## config.mk

```make
export PLATFORM = sky130hd
export DESIGN_NAME = pipelined_prefix_adder
export DESIGN_NICKNAME = d
export VERILOG_FILES = /design/src/rtl/adder_pkg.sv /design/src/rtl/adder_chunk.sv /design/src/rtl/pipelined_prefix_adder.sv
export SDC_FILE = /design/constraint.sdc
export NUM_CORES = 1
export LEC_CHECK = 0
export ABC_AREA = 1
export ABC_CLOCK_PERIOD_IN_PS = 8000
export CORE_MARGIN = 8
export CORE_UTILIZATION = 55
export DETAILED_ROUTE_END_ITERATION = 12
export PLACE_DENSITY = 0.79
export SYNTH_ARGS = -nofsm -noshare
export SYNTH_HDL_FRONTEND = slang
export SYNTH_SLANG_ARGS = --single-unit
```

## constraint.sdc

```tcl
create_clock -name clk -period 8 [get_ports clk]
set_input_delay 1.6 -clock clk [delete_from_list [all_inputs] [get_ports clk]]
set_output_delay 1.6 -clock clk [all_outputs]
set_load 0.005 [all_outputs]
```

## src/rtl/adder_pkg.sv

```systemverilog
// rtl/adder_pkg.sv - shared configuration helpers for the pipelined prefix adder
// Purpose: legality check for WIDTH/STAGES, per-stage chunk width, width ceiling.
// Ports: none (package).
package adder_pkg;

  localparam int MAX_WIDTH = 1024;

  // Legal when the carry chain splits into STAGES equal, non-empty chunks.
  function automatic bit cfg_legal(input int width, input int stages);
    return (width >= 1) && (width <= MAX_WIDTH) &&
           (stages >= 1) && (stages <= width) && ((width % stages) == 0);
  endfunction

  // Guarded so an illegal STAGES value cannot divide by zero before the
  // elaboration error fires.
  function automatic int chunk_width(input int width, input int stages);
    return (stages >= 1) ? (width / stages) : width;
  endfunction

endpackage

```

## src/rtl/adder_chunk.sv

```systemverilog
// rtl/adder_chunk.sv - combinational Kogge-Stone adder for one chunk
// Purpose: sum = a + b + cin over W bits using a parallel-prefix carry network.
// Ports: a, b [W-1:0] operands; cin carry-in; sum [W-1:0]; cout carry out of
//        bit W-1; msb_cin carry into bit W-1 (for signed overflow).
module adder_chunk #(
  parameter int W = 8
) (
  input  logic [W-1:0] a,
  input  logic [W-1:0] b,
  input  logic         cin,
  output logic [W-1:0] sum,
  output logic         cout,
  output logic         msb_cin
);

  logic [W-1:0] w_half;
  logic [W-1:0] w_grp_g;
  logic [W-1:0] w_grp_p;
  logic [W-1:0] w_nxt_g;
  logic [W-1:0] w_nxt_p;
  logic [W:0]   w_carry;

  // After the last level, w_grp_g[i]/w_grp_p[i] are generate/propagate of
  // bits [i:0], so every carry depends on cin through a single AND-OR.
  always_comb begin
    w_half  = a ^ b;
    w_grp_g = a & b;
    w_grp_p = a ^ b;
    w_nxt_g = '0;
    w_nxt_p = '0;
    for (int d = 1; d < W; d = d * 2) begin
      w_nxt_g = w_grp_g;
      w_nxt_p = w_grp_p;
      for (int i = d; i < W; i++) begin
        w_nxt_g[i] = w_grp_g[i] | (w_grp_p[i] & w_grp_g[i-d]);
        w_nxt_p[i] = w_grp_p[i] & w_grp_p[i-d];
      end
      w_grp_g = w_nxt_g;
      w_grp_p = w_nxt_p;
    end
  end

  assign w_carry = {w_grp_g | (w_grp_p & {W{cin}}), cin};
  assign sum     = w_half ^ w_carry[W-1:0];
  assign cout    = w_carry[W];
  assign msb_cin = w_carry[W-1];

endmodule

```

## src/rtl/pipelined_prefix_adder.sv

```systemverilog
// rtl/pipelined_prefix_adder.sv - elastic pipelined adder, one chunk per stage
// Purpose: out_sum/out_cout = in_a + in_b + in_cin, carry resolved CHUNK bits
//          per register stage, valid/ready handshake with bubble collapsing.
// Ports: clk, rst (async, active-high); in_valid/in_ready/in_a/in_b/in_cin
//        input stream; out_valid/out_ready/out_sum/out_cout output stream;
//        out_ovf signed overflow, present only when ADDER_OVF_EN is defined.
module pipelined_prefix_adder
  import adder_pkg::*;
#(
  parameter int WIDTH  = 32,
  parameter int STAGES = 4
) (
  input  logic             clk,
  input  logic             rst,
  input  logic             in_valid,
  output logic             in_ready,
  input  logic [WIDTH-1:0] in_a,
  input  logic [WIDTH-1:0] in_b,
  input  logic             in_cin,
  output logic             out_valid,
  input  logic             out_ready,
  output logic [WIDTH-1:0] out_sum,
  output logic             out_cout
`ifdef ADDER_OVF_EN
  ,
  output logic             out_ovf
`endif
);

  localparam int CHUNK = chunk_width(WIDTH, STAGES);

  if (!cfg_legal(WIDTH, STAGES)) begin : g_cfg_check
    $error("pipelined_prefix_adder: WIDTH must be a multiple of STAGES, 1 <= STAGES <= WIDTH <= MAX_WIDTH");
  end

  // Stage k: r_sum[k] holds sum bits [(k+1)*CHUNK-1:0] with zeros above;
  // r_a/r_b carry the operands forward so later chunks see them in step.
  logic [STAGES-1:0] r_valid;
  logic [STAGES-1:0] r_cout;
  logic [WIDTH-1:0]  r_sum [STAGES];
  logic [WIDTH-1:0]  r_a   [STAGES];
  logic [WIDTH-1:0]  r_b   [STAGES];

  logic [STAGES:0]   w_ready;
  logic [STAGES-1:0] w_vin;
  logic [STAGES-1:0] w_cin;
  logic [STAGES-1:0] w_cout;
  logic              w_msb_cin   [STAGES];
  logic [WIDTH-1:0]  w_a_in      [STAGES];
  logic [WIDTH-1:0]  w_b_in      [STAGES];
  logic [WIDTH-1:0]  w_sum_prev  [STAGES];
  logic [WIDTH-1:0]  w_sum_next  [STAGES];
  logic [CHUNK-1:0]  w_chunk_sum [STAGES];

  // A stage can take new data when empty or when its content moves on this
  // cycle; the chain runs combinationally from out_ready back to in_ready.
  always_comb begin
    w_ready         = '0;
    w_ready[STAGES] = out_ready;
    for (int k = STAGES - 1; k >= 0; k--) begin
      w_ready[k] = !r_valid[k] || w_ready[k+1];
    end
  end

  for (genvar k = 0; k < STAGES; k++) begin : g_stage
    if (k == 0) begin : g_first
      assign w_vin[k]      = in_valid;
      assign w_a_in[k]     = in_a;
      assign w_b_in[k]     = in_b;
      assign w_cin[k]      = in_cin;
      assign w_sum_prev[k] = '0;
    end else begin : g_next
      assign w_vin[k]      = r_valid[k-1];
      assign w_a_in[k]     = r_a[k-1];
      assign w_b_in[k]     = r_b[k-1];
      assign w_cin[k]      = r_cout[k-1];
      assign w_sum_prev[k] = r_sum[k-1];
    end

    adder_chunk #(
      .W (CHUNK)
    ) u_chunk (
      .a       (w_a_in[k][k*CHUNK +: CHUNK]),
      .b       (w_b_in[k][k*CHUNK +: CHUNK]),
      .cin     (w_cin[k]),
      .sum     (w_chunk_sum[k]),
      .cout    (w_cout[k]),
      .msb_cin (w_msb_cin[k])
    );

    // Bits above the resolved chunks are always zero, so OR merges cleanly.
    assign w_sum_next[k] = w_sum_prev[k] | (WIDTH'(w_chunk_sum[k]) << (k * CHUNK));
  end

  always_ff @(posedge clk or posedge rst) begin
    if (rst) begin
      r_valid <= '0;
      r_cout  <= '0;
      for (int k = 0; k < STAGES; k++) begin
        r_sum[k] <= '0;
        r_a[k]   <= '0;
        r_b[k]   <= '0;
      end
    end else begin
      for (int k = 0; k < STAGES; k++) begin
        if (w_ready[k]) begin
          r_valid[k] <= w_vin[k];
          // Bubbles leave the data registers untouched.
          if (w_vin[k]) begin
            r_sum[k]  <= w_sum_next[k];
            r_cout[k] <= w_cout[k];
            r_a[k]    <= w_a_in[k];
            r_b[k]    <= w_b_in[k];
          end
        end
      end
    end
  end

  assign in_ready  = w_ready[0];
  assign out_valid = r_valid[STAGES-1];
  assign out_sum   = r_sum[STAGES-1];
  assign out_cout  = r_cout[STAGES-1];

`ifdef ADDER_OVF_EN
  logic r_ovf;

  // Captured with the last stage so it stays aligned with out_sum.
  always_ff @(posedge clk or posedge rst) begin
    if (rst) begin
      r_ovf <= 1'b0;
    end else if (w_ready[STAGES-1] && w_vin[STAGES-1]) begin
      r_ovf <= w_msb_cin[STAGES-1] ^ w_cout[STAGES-1];
    end
  end

  assign out_ovf = r_ovf;
`else
  logic w_unused_msb_cin;
  assign w_unused_msb_cin = w_msb_cin[STAGES-1];
`endif

endmodule

```

==> metrics.yaml <==
ir_drop_v: 0.000181
tritoncts: "done"
cts-resized-gates: 0
syn_inst: 1105
synth_xor_area_frac: 0.00886
critical_path_required_ns: 6.40
synth_top_family_by_area: "simple AND/OR/NAND/NOR gates"
htree_levels: 4
fin_setup_tns_ns: 0
fp.dieW_microns: 143
die_area_sq_mm: 0.0205
min_period_ns: 4.64
place_inst: 1361
yosysSeqAreaShare: 0.518
drt_iter0_markers: 413
track_usage: 0.186
worstSetupStartpoint: "out_ready"
hold_viol: 0
cts_made_buffers: 17
io_buffers: 103
drcViolationCount: 0
mostFrequentLayoutCell: "nand2_1"
fin_area_sq_mm: 0.0104
postLayoutCoreUtil: 0.655
end_kind: "output port"
ys_ff_latch: 184
placed_area_sq_mm: 0.00978
fin_crit_sh: 0.580
yosysUniqueCellTypes: 29
p_per_area_mw_per_mm2: 308
drtPass1Iterations: 4
drv_cap: 0
yosys_warnings: 0
synth_compound_area_frac: 0.0349
routed_wl_mm: 17.9
clkSinkCount: 184
insertion_delay_ns: 0.43
nets: 1269
synthTopCellsByArea: "dfrtp_1 (52%), nand2_1 (24%), ha_1 (4.5%)"
path_class: "in -> out"
initial_core_util: 0.562
synthAdderAreaFrac: 0.0540
holdWs_ns: 0.463
cts-root-buf: "clkbuf_16"
max_slew.worst_pin.slew_ns: 0.982
grt_max_degree: 108
setup_viol: 0
synthSimpleGateAreaFrac: 0.300
worstHoldStart: "r_b[122]$_DFFE_PP0P_"
skew_ns: 0.00729
startpoint_type: "input pin"
rows: 46
area_growth_pct: 16.6
avgSynthCellArea_sq_um: 8.05
fmaxAchievable_mhz: 216
yosysTopAreaCell: "dfrtp_1"
status: "complete, no violations"
post_drt_wl_per_cell_microns: 12.9
antenna_found_initial: 0
pin_count: 104
antenna_left: 0
synthMuxAreaShare: 0
routabilityCongestion: 0.883
drive_gt1_frac: 0.0501
netlist_area_sq_mm: 0.00889
dieHeight_microns: 143
r2r-start: "r_valid[3]$_DFFE_PP0P_"
clk_pin_slew_worst_paths_ns: 0.07
rsz0062_at_grt: "no"
grt_pass1_vias: 6459
p_total_mw: 3.19
core_sq_mm: 0.0158
insertedDiodeCount: 0
crit_arrival_ns: 3.04
syn-num-nets: 1210
slew_headroom: 0.345
netlist.area_leader.share: 0.518
via_per_inst: 4.84
cts_hold_buffers: 0
fin_cells: 1393
power_leakage_nw: 5.56
grt-ovfl-total: 0
num_vias: 6741
finalWorstSetupSlack_ns: 3.36
clock_path_buffers: 2
place_ws_ns: 3.37
final_cell_mix: "nand2_1 (572), dfrtp_1 (184), clkdlybuf4s50_1 (103)"
grt_pass1_wl_mm: 30.7
cp_max_fo: 3
postCtsSetupRepairBufs: 0
hold_class: "reg -> reg"
slew_violations: 0
dp_hpwl_mm: 12.2
==> final timing paths <==
check | endpoint | depth (start not counted) | slack, ns
worst min register to register | r_b[90]$_DFFE_PP0P_ | 2 | 0.46
min in group asynchronous | r_b[63]$_DFFE_PP0P_ | 2 | 1.73
max in group asynchronous | out_sum[7]$_DFFE_PP0P_ | 3 | 4.73
worst max register to register | r_sum[98]$_DFFE_PP0P_ | 7 | 6.01
worst max-delay path | in_ready | 6 | 3.36
worst min-delay path | r_b[90]$_DFFE_PP0P_ | 2 | 0.46
==> cell type report <==
type / count / area [sq um]
multi-input combinational: 774 / 3530
timing repair buffer: 108 / 1070
sequential: 184 / 4600
clock buffer: 18 / 439
fill: 1342 / 5460
tap: 216 / 270
inverter: 79 / 303
clock inverter: 14 / 148
==> report_power, final <==
group | internal (mW) | leakage (nW) | switching, mW
logic | 0.441 | 2.99 | 0.560
clock network | 0.470 | 0.287 | 0.358
registers | 1.20 | 2.28 | 0.162
==> layer usage <==
metal,share of wire,GRT usage
met5,0,0
met1,0.48,0.257
met3,0.050,0.0374
met4,0.0080,0.0543
met2,0.46,0.291
==> sequential cells by signal, summed over array words and instances (netlist names) <==
name	cells
r_b	48
r_valid	4
r_cout	4
r_sum	48
r_a	48
out_sum	32
==> logic make-up (layout without fill, tap and decap cells) <==
| kind of cell | after synthesis | after routing |
|---|---|---|
| buffers and inverters | 147 | 219 |
| xor gates and xnor gates | 9 | 9 |
| AOI/OAI and AO/OA | 60 | 60 |
| adders and majority gates | 36 | 36 |
| DFF | 184 | 184 |
| and+or+nand+nor | 669 | 669 |
==> cells in the mapped netlist <==
master,number
buf_6,4
o21bai_1,2
nand3_1,46
inv_2,2
buf_8,1
clkinv_2,1
nor2_4,3
ha_1,32
o22ai_1,2
a21oi_1,18
nand3_2,1
xor2_1,2
or2_2,3
nand3b_1,7
inv_1,76
nand2_2,11
buf_4,35
nor3_1,2
o21ai_0,36
buf_1,1
nand2_1,572
nor2_1,23
xnor2_1,7
nand4_1,1
fa_1,4
dfrtp_1,184
buf_2,24
a31oi_1,2
clkbuf_1,3
==> worst max-delay path: stages <==
cell	delay, ns
clkdlybuf4s50_1	0.45
nor2_4	0.18
nand3_2	0.13
nor2_4	0.14
inv_1	0.07
clkdlybuf4s50_1	0.47
Power figures use the tool's default switching activity.
